==> src/rtl/rns_9_8_7_pkg.sv <==
// Shared types and helpers for the (9,8,7) residue number system blocks.
package rns_9_8_7_pkg;

  localparam int R9_W      = 4;
  localparam int R8_W      = 3;
  localparam int R7_W      = 3;
  localparam int RNS_RANGE = 504;
  localparam int BIN_W     = 9;

  // One operand as its three residues.
  typedef struct packed {
    logic [R9_W-1:0] r9;
    logic [R8_W-1:0] r8;
    logic [R7_W-1:0] r7;
  } rns_t;

  // Scanner FSM states.
  typedef enum logic [2:0] {
    S_FIRST = 3'd0,
    S_WAIT  = 3'd1,
    S_CMAX  = 3'd2,
    S_CMIN  = 3'd3,
    S_DONE  = 3'd4
  } state_t;

  // CRT reconstruction: X = (280*r9 + 441*r8 + 288*r7) mod 504.
  // The weighted sum is below 16*504, so four conditional subtractions
  // of 504*{8,4,2,1} fully reduce it without a general divider.
  function automatic logic [BIN_W-1:0] rns_to_bin(
    input logic [R9_W-1:0] r9,
    input logic [R8_W-1:0] r8,
    input logic [R7_W-1:0] r7
  );
    logic [12:0] acc;
    acc = 13'd280 * {9'd0, r9} + 13'd441 * {10'd0, r8} + 13'd288 * {10'd0, r7};
    if (acc >= 13'd4032) acc = acc - 13'd4032;
    if (acc >= 13'd2016) acc = acc - 13'd2016;
    if (acc >= 13'd1008) acc = acc - 13'd1008;
    if (acc >= 13'd504)  acc = acc - 13'd504;
    return BIN_W'(acc);
  endfunction

endpackage

==> src/rtl/rns_minmax_scan_9_8_7_compare.sv <==
// Magnitude comparator for two (9,8,7) RNS operands: x versus y.
module compare_9_8_7
  import rns_9_8_7_pkg::*;
(
  input  logic [R9_W-1:0] x1,
  input  logic [R8_W-1:0] x2,
  input  logic [R7_W-1:0] x3,
  input  logic [R9_W-1:0] y1,
  input  logic [R8_W-1:0] y2,
  input  logic [R7_W-1:0] y3,
  output logic            le,
  output logic            eq,
  output logic            gr
);

  logic [BIN_W-1:0] w_xBin;
  logic [BIN_W-1:0] w_yBin;

  assign w_xBin = rns_to_bin(x1, x2, x3);
  assign w_yBin = rns_to_bin(y1, y2, y3);

  // le means strictly less; exactly one of the three flags is set.
  always_comb begin
    le = (w_xBin <  w_yBin);
    eq = (w_xBin == w_yBin);
    gr = (w_xBin >  w_yBin);
  end

endmodule

==> src/rtl/rns_minmax_scan_9_8_7.sv <==
// Streaming min/max scanner for (9,8,7) RNS items, one shared comparator.
module rns_minmax_scan_9_8_7
  import rns_9_8_7_pkg::*;
#(
  parameter int IDX_W = 8
)
(
  input  logic             clk,
  input  logic             rst_n,
  input  logic             in_valid,
  output logic             in_ready,
  input  logic [R9_W-1:0]  in_r9,
  input  logic [R8_W-1:0]  in_r8,
  input  logic [R7_W-1:0]  in_r7,
  input  logic             in_last,
  output logic             out_valid,
  input  logic             out_ready,
  output logic [R9_W-1:0]  max_r9,
  output logic [R8_W-1:0]  max_r8,
  output logic [R7_W-1:0]  max_r7,
  output logic [R9_W-1:0]  min_r9,
  output logic [R8_W-1:0]  min_r8,
  output logic [R7_W-1:0]  min_r7,
  output logic [IDX_W-1:0] max_idx,
  output logic [IDX_W-1:0] min_idx,
  output logic [IDX_W:0]   count,
  output logic             ovf
);

  localparam logic [IDX_W:0] MAX_COUNT = {1'b1, {IDX_W{1'b0}}};

  state_t           r_state;
  state_t           w_nextState;
  rns_t             r_max;
  rns_t             r_min;
  rns_t             r_cur;
  logic [IDX_W-1:0] r_maxIdx;
  logic [IDX_W-1:0] r_minIdx;
  logic [IDX_W-1:0] r_curIdx;
  logic [IDX_W:0]   r_count;
  logic             r_curLast;
  logic             r_ovf;

  rns_t w_item;
  rns_t w_y;
  logic w_accept;
  logic w_release;
  logic w_le;
  logic w_eq;
  logic w_gr;
  logic w_endSeq;
  logic w_ovfHit;
  logic w_loadFirst;
  logic w_loadCur;
  logic w_updMax;
  logic w_updMin;
  logic w_setOvf;
  logic w_clrOvf;

  assign w_item    = '{r9: in_r9, r8: in_r8, r7: in_r7};
  assign in_ready  = (r_state == S_FIRST) || (r_state == S_WAIT);
  assign out_valid = (r_state == S_DONE);
  assign w_accept  = in_valid && in_ready;
  assign w_release = out_valid && out_ready;

  // The comparator's y operand is the running min only while in S_CMIN.
  assign w_y = (r_state == S_CMIN) ? r_min : r_max;

  // A sequence ends on its marked last item or when the index space is full.
  assign w_endSeq = r_curLast || (r_count == MAX_COUNT);
  assign w_ovfHit = !r_curLast && (r_count == MAX_COUNT);

  compare_9_8_7 u_compare (
    .x1 (r_cur.r9),
    .x2 (r_cur.r8),
    .x3 (r_cur.r7),
    .y1 (w_y.r9),
    .y2 (w_y.r8),
    .y3 (w_y.r7),
    .le (w_le),
    .eq (w_eq),
    .gr (w_gr)
  );

  // Simulation-time guard: accepted residues must be canonical.
  assert property (@(posedge clk) disable iff (!rst_n)
                   w_accept |-> ((in_r9 < 4'd9) && (in_r7 < 3'd7)));

  // State register.
  always_ff @(posedge clk or negedge rst_n) begin
    if (!rst_n) r_state <= S_FIRST;
    else        r_state <= w_nextState;
  end

  // Next state and datapath strobes; a new max skips the min compare.
  always_comb begin
    w_nextState = r_state;
    w_loadFirst = 1'b0;
    w_loadCur   = 1'b0;
    w_updMax    = 1'b0;
    w_updMin    = 1'b0;
    w_setOvf    = 1'b0;
    w_clrOvf    = 1'b0;
    unique case (r_state)
      S_FIRST: begin
        if (w_accept) begin
          w_loadFirst = 1'b1;
          w_nextState = in_last ? S_DONE : S_WAIT;
        end
      end
      S_WAIT: begin
        if (w_accept) begin
          w_loadCur   = 1'b1;
          w_nextState = S_CMAX;
        end
      end
      S_CMAX: begin
        if (w_gr) begin
          w_updMax    = 1'b1;
          w_setOvf    = w_ovfHit;
          w_nextState = w_endSeq ? S_DONE : S_WAIT;
        end else if (w_le || w_eq) begin
          w_nextState = S_CMIN;
        end
      end
      S_CMIN: begin
        w_updMin    = w_le;
        w_setOvf    = w_ovfHit;
        w_nextState = w_endSeq ? S_DONE : S_WAIT;
      end
      S_DONE: begin
        if (w_release) begin
          w_clrOvf    = 1'b1;
          w_nextState = S_FIRST;
        end
      end
      default: w_nextState = S_FIRST;
    endcase
  end

  // Running extremes, current item, counters and overflow flag.
  always_ff @(posedge clk or negedge rst_n) begin
    if (!rst_n) begin
      r_max     <= '0;
      r_min     <= '0;
      r_cur     <= '0;
      r_maxIdx  <= '0;
      r_minIdx  <= '0;
      r_curIdx  <= '0;
      r_count   <= '0;
      r_curLast <= 1'b0;
      r_ovf     <= 1'b0;
    end else begin
      if (w_loadFirst) begin
        r_max    <= w_item;
        r_min    <= w_item;
        r_maxIdx <= '0;
        r_minIdx <= '0;
        r_count  <= (IDX_W+1)'(1);
      end
      if (w_loadCur) begin
        r_cur     <= w_item;
        r_curIdx  <= r_count[IDX_W-1:0];
        r_count   <= r_count + (IDX_W+1)'(1);
        r_curLast <= in_last;
      end
      if (w_updMax) begin
        r_max    <= r_cur;
        r_maxIdx <= r_curIdx;
      end
      if (w_updMin) begin
        r_min    <= r_cur;
        r_minIdx <= r_curIdx;
      end
      if (w_setOvf)      r_ovf <= 1'b1;
      else if (w_clrOvf) r_ovf <= 1'b0;
    end
  end

  assign max_r9  = r_max.r9;
  assign max_r8  = r_max.r8;
  assign max_r7  = r_max.r7;
  assign min_r9  = r_min.r9;
  assign min_r8  = r_min.r8;
  assign min_r7  = r_min.r7;
  assign max_idx = r_maxIdx;
  assign min_idx = r_minIdx;
  assign count   = r_count;
  assign ovf     = r_ovf;

endmodule

==> config.mk <==
export PLATFORM = sky130hd
export DESIGN_NAME = rns_minmax_scan_9_8_7
export DESIGN_NICKNAME = d
export VERILOG_FILES = /design/src/rtl/rns_9_8_7_pkg.sv /design/src/rtl/rns_minmax_scan_9_8_7_compare.sv /design/src/rtl/rns_minmax_scan_9_8_7.sv
export SDC_FILE = /design/constraint.sdc
export NUM_CORES = 1
export LEC_CHECK = 0
export CORE_MARGIN = 5
export CORE_UTILIZATION = 35
export CTS_CLUSTER_SIZE = 20
export DETAILED_ROUTE_END_ITERATION = 12
export GPL_TIMING_DRIVEN = 0
export PLACE_DENSITY_LB_ADDON = 0.3
export REMOVE_ABC_BUFFERS = 1
export SLEW_MARGIN = 40
export SYNTH_ARGS = -nofsm -noshare
export SYNTH_HDL_FRONTEND = slang
export SYNTH_SLANG_ARGS = --single-unit
==> constraint.sdc <==
create_clock -name clk -period 11.9 [get_ports clk]
set_input_delay 2.38 -clock clk [delete_from_list [all_inputs] [get_ports clk]]
set_output_delay 2.38 -clock clk [all_outputs]
set_load 0.01 [all_outputs]
# Word level (Yosys, flattened, before mapping)
# Index checks and enable logic that the tools add are counted.
# classes
addsub,13
mul,6
magnitude_cmp,10
n_eq_ne,10
n_mux,37
reduce_logical,13
# ops
cell,count
$mux 13,6
$add 13x12->13,4
$mux 10,4
$mux 9,4
$ge 13x10->1 const B,2
$ge 13x11->1 const B,2
$ge 13x12->1 const B,2
$ge 13x9->1 const B,2
$sub 13x10->13 const B,2
$sub 13x11->13 const B,2
$sub 13x12->13 const B,2
$mul 9x3->12 const A,2
$mux 8,3
$mux 3,7
$mul 6x4->10 const A,2
$sub 9x9->9 const B,2
$pmux 3 s5,1
$mul 4x3->7 const A,2
$mux 1,11
$add 9x1->9 const B,1
$eq 9x9->1,1
$eq 9x9->1 const B,1
$gt 9x9->1,1
$lt 9x9->1,1
other kinds (13),22
# totals
regBits,68
in_bits,15
output_inout_bits,48
wordCells,105

# Logic depth before layout (Yosys ltp)
# depth
word_depth,18
mapped_depth,53
ltp_nobuf,49

# Hierarchy
# A second synthesis with hierarchy kept.
# hier_totals
hier_cells,940
area_unflattened_um2,8002.7
# modules_own_cells
mod,instances,cells_each,area_each_um2,seq_area_each_um2
compare_9_8_7,1,624,4884.7,0.0
rns_minmax_scan_9_8_7,1,316,3118.0,1701.6

# Worst setup path before layout
# OpenSTA, ideal clock, no wires.
# synth_timing
path_type,register to register
start,reg r_cur[3] in the netlist's numbering
end,reg r_max (netlist bit max_r8[2])
setup_ns,0.136
t_arrival_ns,10.088
required_time_ns,11.764
path_slack_ns,1.676
stages_incl_launch_ff,48
path_buffers,5
synth_period_minus_slack_ns,10.224
path_cell_list,dfrtp_1 -> fa_1 -> inv_1 -> fa_1 -> fa_1 -> inv_1 -> ha_1 -> fa_1 -> a211o_1 -> a2111oi_0 -> or3_1 -> clkbuf_1 -> nand3_1 -> nand2_1 -> xnor2_1 -> ha_1 -> clkbuf_1 -> inv_1 -> [... 12 more ...] -> xnor2_1 -> ha_1 -> o2bb2ai_1 -> o211ai_4 -> mux2_1 -> ha_1 -> o21ai_0 -> nand2b_1 -> a21oi_1 -> nor2b_1 -> o21ai_0 -> nand2b_1 -> a21oi_1 -> a41oi_1 -> nor4bb_1 -> clkbuf_1 -> clkbuf_1 -> o21ai_0
# synth_between
elab_chain_len,15
elab_cells_between_ends,20
classes_between,add/sub (6); mul (1); order compare (5); mux (7); reduce/logical (1)
# synth_rtl
item,line_no,source
start: declaration,rns_minmax_scan_9_8_7.sv:36,rns_t r_cur;
start signal: assignment,rns_minmax_scan_9_8_7.sv:162,r_cur <= w_item;
$mul 9x3->12 (*),rns_9_8_7_pkg.sv:35,"acc = 13'd280 * {9'd0, r9} + 13'd441 * {10'd0, r8} + 13'd288 * {10'd0, r7};"
$add 13x12->13 (*) (2 in series),rns_9_8_7_pkg.sv:35,
$sub 13x12->13 / $ge 13x12->1 (equally long branches),rns_9_8_7_pkg.sv:36,if (acc >= 13'd4032) acc = acc - 13'd4032;
$mux 13 (*),rns_9_8_7_pkg.sv:36,
$sub 13x11->13 / $ge 13x11->1 (equally long branches),rns_9_8_7_pkg.sv:37,if (acc >= 13'd2016) acc = acc - 13'd2016;
$mux 13 (*),rns_9_8_7_pkg.sv:37,
$sub 13x10->13 / $ge 13x10->1 (equally long branches),rns_9_8_7_pkg.sv:38,if (acc >= 13'd1008) acc = acc - 13'd1008;
$mux 13 (*),rns_9_8_7_pkg.sv:38,
$ge 13x9->1 / $sub 9x9->9 (equally long branches),rns_9_8_7_pkg.sv:39,if (acc >= 13'd504) acc = acc - 13'd504;
$mux 9 (*),rns_9_8_7_pkg.sv:39,
$gt 9x9->1 (*),rns_minmax_scan_9_8_7_compare.sv:26,gr = (w_xBin > w_yBin);
$mux 1 (*),rns_minmax_scan_9_8_7.sv:118,if (w_gr) begin
$mux 1 (*),rns_minmax_scan_9_8_7.sv:104,unique case (r_state)
$mux 10 / $reduce_bool 2->1 (equally long branches),--,
end signal: assignment,rns_minmax_scan_9_8_7.sv:155,r_max <= w_item;
end signal: assignment,rns_minmax_scan_9_8_7.sv:168,r_max <= r_cur;
end: declaration,rns_minmax_scan_9_8_7.sv:34,rns_t r_max;
# Mark *: on every way between the ends. The rest lies on a longest branch, timed or not.
# A chain may end at the register's enable or synchronous reset.

# Final worst setup path
# layout_timing
start,reg r_cur[5] in the netlist's numbering
end,reg r_maxIdx[6] (netlist: max_idx[6])
# layout_between
elab_chain_len,15
elab_cells_between_ends,20
classes_between,add/sub (6); mul (1); order compare (5); mux (7); reduce/logical (1)
# layout_rtl
item,line_no,source
$mul 9x3->12 (*),rns_9_8_7_pkg.sv:35,
$add 13x12->13 (*) (2 in series),rns_9_8_7_pkg.sv:35,
$sub 13x12->13 / $ge 13x12->1 (equally long branches),rns_9_8_7_pkg.sv:36,
$mux 13 (*),rns_9_8_7_pkg.sv:36,
$sub 13x11->13 / $ge 13x11->1 (equally long branches),rns_9_8_7_pkg.sv:37,
$mux 13 (*),rns_9_8_7_pkg.sv:37,
$sub 13x10->13 / $ge 13x10->1 (equally long branches),rns_9_8_7_pkg.sv:38,
$mux 13 (*),rns_9_8_7_pkg.sv:38,
$ge 13x9->1 / $sub 9x9->9 (equally long branches),rns_9_8_7_pkg.sv:39,
$mux 9 (*),rns_9_8_7_pkg.sv:39,
$gt 9x9->1 (*),rns_minmax_scan_9_8_7_compare.sv:26,
$mux 1 (*),rns_minmax_scan_9_8_7.sv:118,
$mux 1 (*),rns_minmax_scan_9_8_7.sv:104,
$mux 8 / $reduce_bool 2->1 (equally long branches),--,
end signal: assignment,rns_minmax_scan_9_8_7.sv:169,r_maxIdx <= r_curIdx;
end: declaration,rns_minmax_scan_9_8_7.sv:37,logic [IDX_W-1:0] r_maxIdx;
# Marked as above.

==> run_results.csv <==
group,metric,value,unit
yosys,synthFlopType,"dfrtp_1",
placement,place.gp.congestion,0.844,
yosys,synth_cell_types,80,
sta,period_share,0.924,
floorplanning,num_io_pins,63,
worst_setup_path,slowest_stage,"fa_1",
clock_tree,numCtsBuffers,9,
floorplanning,die_y,154,um
worst_setup_path,crit_path_max_fanout,11,
worst_setup_path,cpPeakStageDelay,0.54,ns
worst_setup_path,worst_path_most_repeated_cell,"fa_1",
detailed_routing,viasPerCell,5.30,
status,status,"finished clean",
worst_setup_path,worst-path-buf-inv,6,
yosys,async_flop_share,1.00,
sta,fin_crit,11.00,ns
placement,io_buffer_count,62,
clock_tree,clk_latency,0.33,ns
detailed_routing,routed_wl,17900,um
global_route,grt_pass1_vias,6096,
yosys,synth_top_area_cell,"dfrtp_1",
sta,fmax,90.9,MHz
detailed_routing,num_vias,6350,
detailed_routing,dr.pass1.iters,5,
finish,final_nets,1032,
worst_setup_path,rr_worst_depth,45,
yosys,synthTopCellsByArea,"dfrtp_1 (23%), ha_1 (12%), fa_1 (6.9%), nand2_1 (4.5%), a21oi_1 (4.4%)",
placement,dpl.cell_count,1176,
finish,final_util,0.422,
yosys,syn_avg_cell_area,8.38,sq um
worst_setup_path,cp_top_family,"adder cells",
sta,maxSlewHeadroom,0.464,
yosys,yosysWarningCount,0,
global_route,track_usage,0.149,
detailed_routing,first_iter_violations,354,
worst_setup_path,r2r_start,"r_cur[5]",
global_route,grt_pass1_wl,30000,um
sta,setup_viol,0,
clock_tree,htreeDepth,3,
yosys,ys_seq_area_frac,0.234,
floorplanning,design.core.area,20400,sq um
clock_tree,cts_buffer_depth,2,
yosys,synthTopCellsByCount,"nand2_1 (88), inv_1 (80), ha_1 (70)",
finish,drive_gt1_frac,0.0895,
finish,antenna_cells,0,
min_path,min-delay-start,"ovf",
floorplanning,rows,52,
sta,skew,0.0105,ns
clock_tree,cts_num_sinks,68,
global_route,grt_start_max_net_pins,58,
min_path,worstHoldEndpoint,"ovf",
worst_setup_path,cp-end-kind,"flop",
detailed_routing,drc,0,
yosys,syn_inst,869,
worst_setup_path,critPathArrivalTime,11.21,ns
sta,maxSlewViolCount,0,
worst_setup_path,r2r_end,"max_idx[6]",
yosys,yosysMostFrequentCell,"nand2_1",
detailed_routing,drtAntennaViolNets,0,
finish,area.growth.synth_to_final,18.1,%
floorplanning,dieArea,23800,sq um
yosys,netlist_area,7280,sq um
worst_setup_path,startpoint_type,"flop",
sta,hold_viol,0,
worst_setup_path,critPathRequiredTime,12.11,ns
min_path,worstHoldPathType,"reg2reg",
placement,dp_hpwl,14000,um
global_route,antenna_found_initial,1,
worst_setup_path,r2r_setup_slack,0.90,ns
clock_tree,ctsRootBufferMaster,"clkbuf_16",
sta,worst_slew_pin_slew,0.797,ns
clock_tree,cts_tree,"built",
yosys,synth_edf_count,0,
detailed_routing,route.detailed.wl_per_inst,14.9,um
worst_setup_path,critPathKind,"reg2reg",
floorplanning,die_w,154,um
yosys,yosys_register_bits,68,
global_route,grt-ovfl-total,0,
min_path,whs_path_depth,1,
floorplanning,start_util,0.357,
finish,fin_cells,1197,
yosys,synth.top_cell.area_share,0.234,
clock_tree,cts.clk_slew.worst_paths,0.06,ns
run,maxCapViolations,0,
[metal layers]
metal / track usage / routed length [um] / part of all wire
met5: 0 / 11 / 0.00062
met4: 0.0282 / 150 / 0.0084
met3: 0.0369 / 1040 / 0.058
met2: 0.241 / 8140 / 0.46
met1: 0.204 / 8530 / 0.48
[worst max-delay path by stage]
stage,slack [ns],cells after the start,to,start
3_3_place_gp,-3.64,43,max_idx[4],r_state[0]
4_1_cts,0.08,46,max_r9[3],r_cur[5]
3_5_place_dp,-0.09,46,max_idx[6],r_state[0]
6_report,0.90,45,max_idx[6],r_cur[5]
2_1_floorplan,-0.09,45,ovf,r_state[2]
5_1_grt,-0.01,46,max_r9[3],r_cur[5]
[final cells by class]
class / count / area, sq um
Clock buffer: 12 / 256
Clock inverter: 4 / 23.8
Fill cell: 2012 / 11800
Inverter: 81 / 304
Multi-Input combinational cell: 690 / 5230
Sequential cell: 68 / 1700
Tap cell: 270 / 338
Timing Repair Buffer: 72 / 744
[state kept, by name, summed over array words and instances (netlist names)]
signal and count:
r_cur 10, count 9, max_idx 8, min_idx 8, r_curIdx 8, max_r9 4
min_r9 4, max_r7 3, max_r8 3, min_r7 3, min_r8 3, r_state 3
ovf 1, r_curLast 1
[cells in the final DEF, fill, tap and decap left out, drive strengths merged, types with 7 or more instances in the layout]
cell type / n
nor2b: 11
or3: 8
and2: 18
fa: 25
clkbuf: 12
nand2: 88
mux2i: 20
xor2: 17
a31oi: 7
a21oi: 66
mux2: 17
nand3: 37
a211oi: 16
o211ai: 8
nor3: 9
clkdlybuf4s50: 61
nand2b: 8
ha: 70
buf: 11
inv: 81
dfrtp: 68
a21o: 10
a2111oi: 7
o21ai: 68
nor2: 47
xnor2: 26
[stage by stage]
| step | TNS [ns] | setup WS [ns] | hold WS (ns) | cell area, sq um |
|---|---|---|---|---|
| 6_report | 0 | 0.905 | 0.480 | 8590 |
| 5_1_grt | -0.0315 | -0.0133 | 0.506 | 8590 |
| 2_1_floorplan | -1.05 | -0.0865 | 0.450 | 7160 |
| 3_5_place_dp | -0.444 | -0.0925 | 0.468 | 8230 |
| 3_3_place_gp | -67.03 | -3.64 | 0.459 | 8120 |
| 4_1_cts | 0 | 0.0815 | 0.478 | 8540 |
[logic make-up (layout without fill, tap and decap cells)]
family | after synthesis | in the layout | synth area share
adders and majority gates | 95 | 95 | 0.189
and+or+nand+nor | 272 | 272 | 0.187
xor gates and xnor gates | 43 | 43 | 0.0538
muxes | 37 | 37 | 0.0538
AOI/OAI and AO/OA | 243 | 243 | 0.224
buffers and inverters | 111 | 169 | 0.0581
DFF | 68 | 68 | 0.234
[worst register-to-register path, delay by kind of cell, from the launching register on]
family          cells  cell delay, ns
fa+ha+maj           9            3.39
compound gates     16            3.34
simple gates        9            1.71
buf+inv             6            0.69
mux                 2            0.63
xor+xnor            3            0.61
flops               1            0.50
[what timing repair did]
item	4_1_cts	5_1_grt
buffers inserted	4	1
gates resized for setup	0	11
hold buffers	0	0
pin swaps	2	1
setup endpoints to repair	9	40
Power is not shown: default switching activity piles up to over one toggle a cycle in this logic, so the estimate is an artifact.
